<file path="src/rtl/bus_pkg.sv">
// Shared constants for the two-master register-bus arbiter.
// FSM state encoding, default timeout and bus widths.
package bus_pkg;

  localparam int BUS_AW      = 32;
  localparam int BUS_DW      = 32;
  localparam int DEF_TIMEOUT = 16;

  localparam logic [1:0] ST_IDLE = 2'd0;
  localparam logic [1:0] ST_XFER = 2'd1;
  localparam logic [1:0] ST_RESP = 2'd2;

endpackage

</file>
<file path="src/rtl/rr_arb2.sv">
// Combinational 2-way round-robin pick; zero latency, no backpressure.
// iLAST=0 means M0 held the last grant, iLAST=1 means M1 did.
module rr_arb2 (
  input  logic [1:0] iREQ,
  input  logic       iLAST,
  output logic [1:0] oGNT
);

  always_comb begin
    oGNT = 2'b00;
    case (iREQ)
      2'b01:   oGNT = 2'b01;
      2'b10:   oGNT = 2'b10;
      2'b11:   oGNT = iLAST ? 2'b01 : 2'b10;
      default: oGNT = 2'b00;
    endcase
  end

endmodule

</file>
<file path="src/rtl/bus_rr_arbiter.sv">
// Two-master round-robin arbiter onto one register slave, with transfer timeout.
// STB->ACK is 3 cycles (IDLE/XFER/RESP); masters hold STB until their ACK/ERR pulse.
module bus_rr_arbiter
  import bus_pkg::*;
#(
  parameter int TIMEOUT = DEF_TIMEOUT,
  parameter int CNT_W   = 8
) (
  input  logic              iCLK,
  input  logic              iRST,
  input  logic              iM0_STB,
  input  logic              iM0_WE,
  input  logic [BUS_AW-1:0] iM0_ADR,
  input  logic [BUS_DW-1:0] iM0_DAT,
  output logic [BUS_DW-1:0] oM0_DAT,
  output logic              oM0_ACK,
  output logic              oM0_ERR,
  input  logic              iM1_STB,
  input  logic              iM1_WE,
  input  logic [BUS_AW-1:0] iM1_ADR,
  input  logic [BUS_DW-1:0] iM1_DAT,
  output logic [BUS_DW-1:0] oM1_DAT,
  output logic              oM1_ACK,
  output logic              oM1_ERR,
  output logic              oS_STB,
  output logic              oS_WE,
  output logic [BUS_AW-1:0] oS_ADR,
  output logic [BUS_DW-1:0] oS_DAT,
  input  logic [BUS_DW-1:0] iS_DAT,
  input  logic              iS_ACK,
  output logic [1:0]        oGNT
);

  localparam logic [CNT_W-1:0] LP_TMO_LAST = CNT_W'(TIMEOUT - 1);

  logic [1:0]        r_state;
  logic [1:0]        w_state_nxt;
  logic [1:0]        r_gnt;
  logic [1:0]        w_pick;
  logic              r_last;
  logic [CNT_W-1:0]  r_cnt;
  logic              w_sel;
  logic              w_req_stb;
  logic              w_req_we;
  logic [BUS_AW-1:0] w_req_adr;
  logic [BUS_DW-1:0] w_req_dat;
  logic              w_xfer;
  logic              w_abort;
  logic              w_ack;
  logic              w_tmo;
  logic [BUS_DW-1:0] r_m0_dat;
  logic [BUS_DW-1:0] r_m1_dat;
  logic              r_m0_ack;
  logic              r_m1_ack;
  logic              r_m0_err;
  logic              r_m1_err;

  rr_arb2 u_pick (
    .iREQ  ({iM1_STB, iM0_STB}),
    .iLAST (r_last),
    .oGNT  (w_pick)
  );

  assign w_sel     = r_gnt[1];
  assign w_req_stb = w_sel ? iM1_STB : iM0_STB;
  assign w_req_we  = w_sel ? iM1_WE  : iM0_WE;
  assign w_req_adr = w_sel ? iM1_ADR : iM0_ADR;
  assign w_req_dat = w_sel ? iM1_DAT : iM0_DAT;

  assign w_xfer  = (r_state == ST_XFER);
  assign w_abort = w_xfer & ~w_req_stb;
  assign w_ack   = w_xfer & w_req_stb & iS_ACK;
  // ACK takes priority over a timeout landing in the same cycle.
  assign w_tmo   = w_xfer & w_req_stb & ~iS_ACK & (r_cnt == LP_TMO_LAST);

  always_ff @(posedge iCLK) begin
    if (iRST) r_state <= ST_IDLE;
    else      r_state <= w_state_nxt;
  end

  always_comb begin
    w_state_nxt = r_state;
    case (r_state)
      ST_IDLE: if (|w_pick) w_state_nxt = ST_XFER;
      ST_XFER: begin
        if (w_abort)            w_state_nxt = ST_IDLE;
        else if (w_ack | w_tmo) w_state_nxt = ST_RESP;
      end
      ST_RESP: w_state_nxt = ST_IDLE;
      default: w_state_nxt = ST_IDLE;
    endcase
  end

  // Slave side is gated by the live request so an aborting master never reaches the slave.
  always_comb begin
    oS_STB = w_xfer & w_req_stb;
    oS_WE  = 1'b0;
    oS_ADR = '0;
    oS_DAT = '0;
    oGNT   = 2'b00;
    if (oS_STB) begin
      oS_WE  = w_req_we;
      oS_ADR = w_req_adr;
      oS_DAT = w_req_dat;
    end
    if (r_state != ST_IDLE) oGNT = r_gnt;
  end

  always_ff @(posedge iCLK) begin
    if (iRST) begin
      r_gnt    <= 2'b00;
      r_last   <= 1'b1;
      r_cnt    <= '0;
      r_m0_dat <= '0;
      r_m1_dat <= '0;
      r_m0_ack <= 1'b0;
      r_m1_ack <= 1'b0;
      r_m0_err <= 1'b0;
      r_m1_err <= 1'b0;
    end else begin
      r_m0_ack <= 1'b0;
      r_m1_ack <= 1'b0;
      r_m0_err <= 1'b0;
      r_m1_err <= 1'b0;
      if ((r_state == ST_IDLE) && (|w_pick)) r_gnt <= w_pick;
      if (w_xfer && !w_abort) r_cnt <= r_cnt + 1'b1;
      else                    r_cnt <= '0;
      if (w_ack) begin
        if (w_sel) begin
          r_m1_ack <= 1'b1;
          r_m1_dat <= w_req_we ? '0 : iS_DAT;
        end else begin
          r_m0_ack <= 1'b1;
          r_m0_dat <= w_req_we ? '0 : iS_DAT;
        end
      end else if (w_tmo) begin
        if (w_sel) begin
          r_m1_err <= 1'b1;
          r_m1_dat <= '0;
        end else begin
          r_m0_err <= 1'b1;
          r_m0_dat <= '0;
        end
      end
      if (r_state == ST_RESP) r_last <= w_sel;
    end
  end

  assign oM0_DAT = r_m0_dat;
  assign oM1_DAT = r_m1_dat;
  assign oM0_ACK = r_m0_ack;
  assign oM1_ACK = r_m1_ack;
  assign oM0_ERR = r_m0_err;
  assign oM1_ERR = r_m1_err;

endmodule

</file>
<file path="config.mk">
export PLATFORM = sky130hd
export DESIGN_NAME = bus_rr_arbiter
export DESIGN_NICKNAME = d
export VERILOG_FILES = /design/src/rtl/bus_pkg.sv /design/src/rtl/rr_arb2.sv /design/src/rtl/bus_rr_arbiter.sv
export SDC_FILE = /design/constraint.sdc
export NUM_CORES = 1
export LEC_CHECK = 0
export CAP_MARGIN = 25
export CELL_PAD_IN_SITES_DETAIL_PLACEMENT = 1
export CELL_PAD_IN_SITES_GLOBAL_PLACEMENT = 1
export CORE_AREA = 2 2 116 118
export DETAILED_ROUTE_END_ITERATION = 12
export DIE_AREA = 0 0 118 120
export DONT_BUFFER_PORTS = 1
export GPL_TIMING_DRIVEN = 0
export PLACE_DENSITY = 0.75
export SLEW_MARGIN = 15
export SYNTH_ARGS = -nofsm -noshare
export SYNTH_HDL_FRONTEND = slang
export SYNTH_HIERARCHICAL = 1
export SYNTH_SLANG_ARGS = --single-unit
</file>
<file path="constraint.sdc">
create_clock -name iCLK -period 4.7 [get_ports iCLK]
set_input_delay 1.175 -clock iCLK [delete_from_list [all_inputs] [get_ports iCLK]]
set_output_delay 1.175 -clock iCLK [all_outputs]
set_load 0.03 [all_outputs]
</file>
==> run_results.csv <==
group,metric,value,unit
yosys,netlist_instances,527,
pwr,pwr-share-comb,0.163,
clock_tree,cts_root_buf,"clkbuf_16",
detailed_routing,antenna_left,0,
detailed_routing,drtIter0Drc,251,
cells_and_area,num_antenna_cells,0,
critical_path,arrival,2.56,ns
cells_and_area,fillers,1572,
yosys,synth_area,4430,um2
pwr,ir_drop,115,uV
floorplanning,core-area,13000,um2
placed_design,pre_cts_ws,0.959,ns
global_route,grt_util_all_layers,0.273,
clock_tree,htree_num_levels,3,
global_route,grt_pass1_vias,4489,
pwr,p_sw_frac,0.289,
sta,finalSetupViolCount,0,
clock_tree,cts_sinks,81,
sta,setup_slack,0.968,ns
detailed_routing,drc,0,
yosys,ys_seq_area_frac,0.366,
worst_hold_path,hp-class,"reg -> reg",
yosys,synth_fp_nets,695,
placed_design,dp_hpwl,16100,um
critical_path,worstSetupStartpointType,"input port",
sta,period_minus_slack,3.73,ns
pwr,p_clk_frac,0.433,
global_route,grt_pass1_wl,28900,um
sta,max_slew.worst_pin.slew,0.979,ns
worst_hold_path,hold_start,"r_cnt[0]",
cells_and_area,syn2layout_area_growth,12.3,%
pwr,p_sw,509,uW
pwr,power_density,354,nW/um2
critical_path,worstPathRequired,3.52,ns
sta,hold_slack,0.471,ns
cells_and_area,multi_input_comb_area,2450,um2
clock_tree,insertion_delay,0.34,ns
global_route,grt_max_degree,14,
detailed_routing,via_per_inst,6.28,
detailed_routing,via_count,4517,
sta,max_freq,268,MHz
outcome,outcome,"completed",
cells_and_area,layout-drive-gt1-share,0.109,
floorplanning,placement_rows,42,
detailed_routing,wl_per_cell,28.0,um
sta,finalCritPeriodShare,0.794,
floorplanning,num_io_pins,303,
detailed_routing,first_pass_iters,5,
clock_tree,cts_resized,0,
critical_path,r2r_slack,2.87,ns
global_route,grt_remaining_overflow,0,
clock_tree,cts_buffer_depth,2,
sta,hold_viol,0,
clock_tree,clk_pin_slew,0.06,ns
placed_design,gp_congestion,0.936,
critical_path,r2r_start,"r_cnt[0]",
yosys,avgSynthCellArea,8.41,um2
critical_path,worstPathMaxFanout,10,
pwr,sequentialPowerShare,0.404,
sta,skew,0.00703,ns
sta,slew_headroom,0.345,
sta,fin_tns_setup,0,ns
clock_tree,ctsHoldBuffers,0,
floorplanning,dieArea,14200,um2
pwr,leakagePower,1.57,nW
global_route,antenna_found_initial,4,
critical_path,crit_start,"iM1_STB",
placed_design,numPortBuffers,0,
floorplanning,die_x,118,um
yosys,synth_ff_type,"dfxtp_1",
sta,slew_violations,0,
yosys,synthArstFlopShare,0,
cells_and_area,seqCellArea,1620,um2
sta,rsz0062_at_grt,"no",
cells_and_area,finalNetCount,706,
yosys,synth_edf_count,0,
floorplanning,die_height,120,um
yosys,ys_seq_elements,81,
clock_tree,cts_tree,"yes",
critical_path,crit_type,"in -> out",
pwr,power.internal,1.25,mW
critical_path,endpoint_kind,"primary output",
detailed_routing,drt_wl_total,20100,um
yosys,ys_warn_count,6,
yosys,synth_cell_types,38,
clock_tree,numCtsBuffers,9,
run,cap_violations,0,
pwr,total_power,1.76,mW
floorplanning,start_util,0.341,
clock_tree,postCtsSetupBuffers,0,
==> cells in the mapped netlist (5+ instances only) <==
cell	number	area, um2
nand2_1	69	259
nor2_1	72	270
dfxtp_1	81	1620
inv_1	9	33.8
mux2i_1	65	651
buf_2	27	135
buf_6	5	56.3
a31oi_1	62	388
a21oi_1	6	30.0
buf_4	8	60.1
a311oi_1	62	543
clkbuf_1	16	60.1
==> metal layers <==
layer / wire (um) / vias to the layer above / global-route usage
met2: 9070 / 259 / 0.418
li1: - / 1998 / -
met5: 51 / - / 0
met4: 384 / 8 / 0.0730
met3: 3110 / 34 / 0.201
met1: 7530 / 2218 / 0.302
==> critical path: stages <==
cell     delay (ns)
mux2_2         0.14
nand2_1        0.11
buf_2          0.23
buf_2          0.23
nor2_1         0.66
==> per-stage QoR <==
stage          cells  utilization  area (um2)
2_1_floorplan    527            -        4430
3_3_place_gp     703        0.358        4650
3_5_place_dp     703        0.358        4650
4_1_cts          719        0.383        4970
5_1_grt          719        0.383        4970
6_report         719        0.383        4970
==> logic make-up (layout without fill, tap and decap cells) <==
| family | after synthesis | after routing | share of synthesized area |
|---|---|---|---|
| buffers and inverters | 68 | 84 | 0.0805 |
| xor gates and xnor gates | 3 | 3 | 0.00593 |
| muxes | 66 | 66 | 0.149 |
| and+or+nand+nor | 163 | 163 | 0.153 |
| adders and majority gates | 1 | 1 | 0.00282 |
| DFF | 81 | 81 | 0.366 |
| AOI/OAI and AO/OA | 145 | 145 | 0.242 |
==> cell type report <==
class | instances | share of cell area
clock inverters | 4 | 0.0153
plain buffers | 59 | 0.0649
well taps | 176 | 0.0443
flip-flops and latches | 81 | 0.326
inverters | 9 | 0.00679
clock buffers | 12 | 0.0496
multi-input cells | 378 | 0.493
==> placed cells by master, fill, tap and decap left out, types with 5 or more instances in the layout <==
master,synthesis,final
dfxtp_1,81,81
clkbuf_16,0,9
a21oi_1,6,6
inv_1,9,9
a31oi_1,62,62
buf_4,8,8
mux2i_1,65,65
nand2_1,69,69
a311oi_1,62,62
clkbuf_1,16,18
nor2_1,72,72
buf_6,5,5
buf_2,27,27
==> flip-flops by register name, indices dropped and copies added (netlist names), 2 cells and up <==
register  count
r_state       2
r_gnt         2
r_cnt         8
oM1_DAT      32
oM0_DAT      32
==> power groups by stage <==
stage               Sequential, mW  Clock [mW]  Combinational [mW]
floorplan                    0.724           0               0.219
global placement             0.726           0               0.276
detailed placement           0.727           0               0.284
CTS                          0.711       0.778               0.284
global route                 0.712       0.807               0.304
finish                       0.712       0.763               0.287
==> final timing paths <==
kind,to,depth (start not counted)
setup / recovery,oS_DAT[30],5
hold / removal,r_cnt[0],1
setup reg to reg,oM0_DAT[23],6
hold reg to reg,r_cnt[0],1
No activity file was read; power rests on OpenSTA's default activity.
